--- config.mk ---
export PLATFORM = sky130hd
export DESIGN_NAME = seq_multiplier
export DESIGN_NICKNAME = d
export VERILOG_FILES = /design/src/rtl/seq_multiplier.sv
export SDC_FILE = /design/constraint.sdc
export NUM_CORES = 1
export LEC_CHECK = 0
export CAP_MARGIN = 20
export CORE_MARGIN = 2
export CORE_UTILIZATION = 25
export DETAILED_ROUTE_END_ITERATION = 6
export PLACE_DENSITY_LB_ADDON = 0.25
export SLEW_MARGIN = 30
export SYNTH_ARGS = -nofsm -noshare
export SYNTH_HDL_FRONTEND = slang
export SYNTH_SLANG_ARGS = --single-unit
--- constraint.sdc ---
create_clock -name clk -period 5.4 [get_ports clk]
set_input_delay 1.08 -clock clk [delete_from_list [all_inputs] [get_ports clk]]
set_output_delay 1.08 -clock clk [all_outputs]
set_load 0.03 [all_outputs]
--- src/rtl/seq_multiplier.sv ---
// seq_multiplier: shift-and-add multiplier, one multiplier bit per clock, 2*WIDTH-bit product.
// Define MUL_SIGNED_EN for two's-complement operands and product (default build is unsigned).

module seq_multiplier #(
  parameter int WIDTH = 4
) (
  input  logic               clk,
  input  logic               rst_n,
  input  logic               start,
  input  logic [WIDTH-1:0]   A,
  input  logic [WIDTH-1:0]   B,
  output logic               ready,
  output logic               busy,
  output logic               done,
  output logic [2*WIDTH-1:0] P
);

  // state | meaning
  // IDLE  | waiting for start, ready=1
  // CALC  | one conditional add and shift per edge, busy=1
  // DONE  | product just written to P, done=1 for one cycle
  localparam logic [2:0] S_IDLE = 3'b001;
  localparam logic [2:0] S_CALC = 3'b010;
  localparam logic [2:0] S_DONE = 3'b100;

  localparam int            CW       = (WIDTH > 1) ? $clog2(WIDTH) : 1;
  localparam logic [CW-1:0] LAST_CNT = CW'(WIDTH - 1);

  logic [2:0]         state;
  logic [2*WIDTH-1:0] acc;
  logic [2*WIDTH-1:0] mcand;
  logic [WIDTH-1:0]   mb;
  logic [CW-1:0]      count;

  logic [WIDTH-1:0]   a_mag;
  logic [WIDTH-1:0]   b_mag;
  logic [2*WIDTH-1:0] acc_next;
  logic [2*WIDTH-1:0] result;

  // One-hot state bits drive the handshake outputs straight from flops.
  assign ready = state[0];
  assign busy  = state[1];
  assign done  = state[2];

  assign acc_next = acc + (mb[0] ? mcand : '0);

`ifdef MUL_SIGNED_EN
  logic sign;

  // |-2^(W-1)| wraps to 2^(W-1), which is still correct when read as unsigned.
  assign a_mag  = A[WIDTH-1] ? -A : A;
  assign b_mag  = B[WIDTH-1] ? -B : B;
  assign result = sign ? -acc_next : acc_next;
`else
  assign a_mag  = A;
  assign b_mag  = B;
  assign result = acc_next;
`endif

  always_ff @(posedge clk or negedge rst_n) begin
    if (!rst_n) begin
      state <= S_IDLE;
      acc   <= '0;
      mcand <= '0;
      mb    <= '0;
      count <= '0;
      P     <= '0;
`ifdef MUL_SIGNED_EN
      sign  <= 1'b0;
`endif
    end else begin
      case (state)
        S_IDLE: begin
          if (start) begin
            state <= S_CALC;
            acc   <= '0;
            mcand <= {{WIDTH{1'b0}}, a_mag};
            mb    <= b_mag;
            count <= '0;
`ifdef MUL_SIGNED_EN
            sign  <= A[WIDTH-1] ^ B[WIDTH-1];
`endif
          end
        end
        S_CALC: begin
          acc   <= acc_next;
          mcand <= mcand << 1;
          mb    <= mb >> 1;
          count <= count + CW'(1);
          // The final iteration's addition goes straight into P.
          if (count == LAST_CNT) begin
            state <= S_DONE;
            P     <= result;
          end
        end
        S_DONE: begin
          state <= S_IDLE;
        end
        default: begin
          state <= S_IDLE;
        end
      endcase
    end
  end

endmodule

Word level (Yosys, flattened, before mapping) --
Cells that the tools add are included.
Word-level totals: flip-flop bits (word level) 33, logic and storage cells 29, output and inout port bits 11, bits of input ports 11
Cells by class: add/sub/neg operators 2, muxes and demuxes 12, equal/unequal tests 5, reductions and logical operators 4
Operators by type and width (number):
- case mux 8 bit (2 select lines) | 2
- 2-to-1 mux 8 bit | 3
- adder 8 bit | 1
- case mux 4 bit (2 select lines) | 1
- 2-to-1 mux 3 bit | 2
- case mux 3 bit (2 select lines) | 1
- AND reduction 2 bit | 3
- 2-to-1 mux 4 bit | 1
- inequality test 2 bit, second input constant | 2
- case mux 2 bit (2 select lines) | 1
- equality test 3 x 1 -> 1 bit, second input constant | 1
- equality test 3 x 2 -> 1 bit, second input constant | 1
- adder 2 x 1 -> 2 bit, second input constant | 1
- equality test 2 bit, second input constant | 1
- 2-to-1 mux 2 bit | 1
- nonzero test 2 bit | 1

Longest topological paths before layout --
depth after elaboration 3, gate-level depth with buffers 10, mapped depth without buffers 10

Worst setup path before layout --
Ideal clock, no wire load.
path type reg2reg, start point register mb[0], end point register acc[6], required time 5.278 ns, cell stages (with the launch flop) 11, path slack 3.270 ns, buffers on the path 0, period minus slack after synthesis 2.130 ns, setup time 0.122 ns, arrival time 2.008 ns, cells stage by stage dfrtp_1 > and2_1 > ha_1 > inv_1 > fa_1 > nor2b_4 > o21ai_2 > a21oi_1 > o21a_1 > or3_1 > a32o_1
Between the ends: longest elaborated chain between the ends 3
Ends and longest elaborated chain:
- from (decl) | line 32 | logic [WIDTH-1:0] mb;
- from (signal assigned) | line 78 | mb <= b_mag;
- from (signal assigned) | line 88 | mb <= mb >> 1;
- 2-to-1 mux 8 bit | line 45 | assign acc_next = acc + (mb[0] ? mcand : '0);
- adder 8 bit | line 45
- case mux 8 bit (2 select lines) | line 72 | case (state)
- to (signal assigned) | line 86 | acc <= acc_next;
- to (decl) | line 30 | logic [2*WIDTH-1:0] acc;
Every way passes these cells. A chain may end at the register's enable or synchronous reset.

Worst setup path in the final report --
start point register state[0], end point output port ready
RTL lines:
- from (decl) | line 29 | logic [2:0] state;
- from (signal assigned) | line 62 | state <= S_IDLE;
- from (signal assigned) | line 75 | state <= S_CALC;
- from (signal assigned) | line 92 | state <= S_DONE;
- to (decl) | line 12 | output logic ready,
No word-level cell between the ends.

==> summary.txt <==
Clock network
  • Hold-fix buffers, CTS: 0
  • Clk root buf: clkbuf_8
  • CTS resizes: 0
  • Postcts setup bufs: 0
  • H-tree levels: 2
  • Clock latency on the worst-skew pair: 280 ps
  • Total CTS buffers: 5
  • CTS max path bufs: 2
  • Clock transition at the registers of the reported paths: 70 ps
  • CTS tree: built
  • TritonCTS Sinks: 33

Die
  • Die H: 84.0 um
  • Initial Util: 25.5%
  • Core footprint: 0.00628 sq mm
  • Ports: 22
  • Die Wd: 84.0 um
  • Core Rows: 29
  • DIE AREA: 0.00706 sq mm

Critical path
  • Worst-path maximum fanout: 3
  • Critical path launch point type: register
  • CP arrival: 1500 ps
  • CP endpoint kind: output pin
  • Crit-path leading delay family: buffers and inverters
  • Slowest library cell on the worst path: clkdlybuf4s50_1
  • Peak per-stage delay on the critical path: 670 ps
  • CP cell instances: clkdlybuf4s50_1
  • Worst Setup Path Type: reg2out
  • CP Depth: 1
  • Buf+Inv Stages, Crit Path: 1
  • R2R depth: 10
  • Required time of the critical path: 4320 ps

Pwr
  • Switch share: 39.8%
  • Psw: 404 uW
  • Clock power frac: 17.6%
  • Pwr Density: 514 mW/mm^2
  • Design Power: 1.02 mW
  • Comb pwr share: 43.8%
  • Reg power frac: 38.6%
  • Leakage power: 0.914 nW
  • Worst VDD drop: 0.240 mV
  • Internal: 612 uW

Placement
  • Gp weighted congestion: 0.793
  • Placed Area: 0.00189 sq mm
  • PortBufs: 21
  • Detailed Place HPWL: 2.35 mm

Detailed routing
  • Detailed Route WL: 3.41 mm
  • DRC viols: 0
  • Via count: 1,204
  • Initial DRT Pass Iterations: 4
  • Initial drt markers: 66
  • Avg WL per Cell: 12.9 um
  • Detail Route Antenna Nets: 0
  • Via/cell ratio: 4.54

Final layout
  • Antenna diodes: 0
  • Final instance area: 0.00198 sq mm
  • Most frequent cells in the layout: dfrtp_1 (32), nand2_1 (26), clkdlybuf4s50_1 (21)
  • Final Util: 31.5%
  • Commonest non-fill, non-tap cell in the layout: dfrtp_1
  • Layout area overhead: 23.5%
  • Fraction of layout instances using a drive strength above 1: 10.6%
  • NumNets Final: 207

Yosys
  • EDFF count, synth: 0
  • Async SR Flop Fraction: 100%
  • Synth warn: 0
  • Seq/Total Area, Yosys: 51.6%
  • Post-synthesis adder-cell area fraction: 7.50%
  • Post-synthesis compound-gate area fraction: 14.4%
  • Most used DFF post-synth: dfrtp_1
  • Netlist cell types: 31
  • Largest family of logic cells by synthesized area: simple AND/OR/NAND/NOR gates
  • Synth Area in XOR/XNOR: 2.73%
  • Syn Nets: 184
  • #FFs+latches synth: 33
  • Post-synthesis simple-gate area fraction: 18.4%
  • Post-Syn Area: 0.00160 sq mm
  • Syn avg cell area: 9.77 sq um
  • Post-synthesis mux area share: 2.11%
  • Synth Instances: 164

Global route
  • GRT Total Usage: 10.7%
  • First-pass GRT wire length: 5.90 mm
  • Initial antenna violation count: 0
  • Gr ovfl total: 0
  • Largest net degree at the start of global routing: 34
  • Vias in the first global route: 1,240

Min path
  • Hold path depth: 2
  • Worst hold path class: reg2reg

Timing
  • Fin. Hold Viols: 0
  • Slew margin rel.: 60.0%
  • Worst hold margin: 478 ps
  • Worst-margin pin slew: 599 ps
  • Setup repair after global routing missed its margin: false
  • Fin crit period: 2580 ps
  • Max Freq: 0.388 GHz
  • Final TNS setup: 0 ps
  • Skew final: 6.56 ps
  • Final period utilization: 47.7%
  • Max-slew violations: 0
  • # setup viols final: 0

Run status
  • Status: finished clean

Run
  • Max cap viols: 0
==> worst register-to-register path, stage by stage, from the launching register on <==
cell,delay (ps)
dfrtp_1,490
and2_1,180
ha_1,190
inv_1,60
fa_1,440
nor2b_4,140
o21ai_2,60
a21oi_1,180
o21a_1,150
o21ai_0,100
a32o_1,270
==> cells by family after synthesis <==
logic type,Yosys count
buffers and inverters,14
DFF,33
and+or+nand+nor,64
xor gates and xnor gates,5
AOI/OAI and AO/OA,36
adders and majority gates,9
muxes,3
==> sequential cells by signal (all words and copies together) (netlist names) <==
register and cells:
count 2, mcand 8, acc 8, mb 4, P 8, state 3
==> per-stage QoR <==
step,std cells,setup WS [ps]
6_report,265,2820
5_1_grt,265,2740
4_1_cts,265,2810
3_5_place_dp,257,2580
3_3_place_gp,257,2650
2_1_floorplan,164,3270
==> cell usage after synthesis (all sizes together), types with 2 or more instances <==
cell    number  area share, %
o22ai        7            2.7
nand2       26            6.1
or2          2           0.78
nor2        17            4.0
a22o         5            2.7
xnor2        4            2.2
dfrtp       32             50
inv          8            1.9
a21oi        6            1.9
o21ai       12            4.0
nand3        7            2.2
clkbuf       6            1.4
ha           8            6.3
mux2         3            2.1
and2         7            2.7
==> cell type report <==
| type | count | area, sq um |
|---|---|---|
| fillers | 686 | 4300 |
| flip-flops and latches | 33 | 827 |
| multi-input cells | 117 | 724 |
| repair buffers | 22 | 218 |
| well taps | 77 | 96.3 |
| clock buffers | 6 | 72.6 |
| inverters | 8 | 30.0 |
| clock inverters | 2 | 10.0 |
==> power by group through the flow <==
| stage | Combinational [mW] | Sequential, mW | Clock (mW) |
|---|---|---|---|
| after global routing | 0.502 | 0.405 | 0.199 |
| after detailed placement | 0.449 | 0.398 | 0 |
| after floorplan | 0.291 | 0.420 | 0 |
| after global placement | 0.444 | 0.397 | 0 |
| after CTS | 0.451 | 0.394 | 0.187 |
| final | 0.445 | 0.393 | 0.179 |
==> per-layer routing <==
metal  track usage [%]  up-vias  wire length (um)
li1                  -      600                 -
met1              14.5      570              1780
met2              15.8       26              1380
met3              3.07        8               185
met4              4.40        0                62
met5                 0        -                 0
==> worst paths after layout <==
path	start	end	slack [ps]
worst max-delay path	state[0]	ready	2820
worst min-delay path	P[5]	P[5]	480
min in group asynchronous	rst_n	acc[0]	1210
worst max register to register	mb[0]	acc[6]	3030
worst min register to register	P[5]	P[5]	480
max in group asynchronous	rst_n	state[0]	3850
Power figures use the tool's default switching activity.
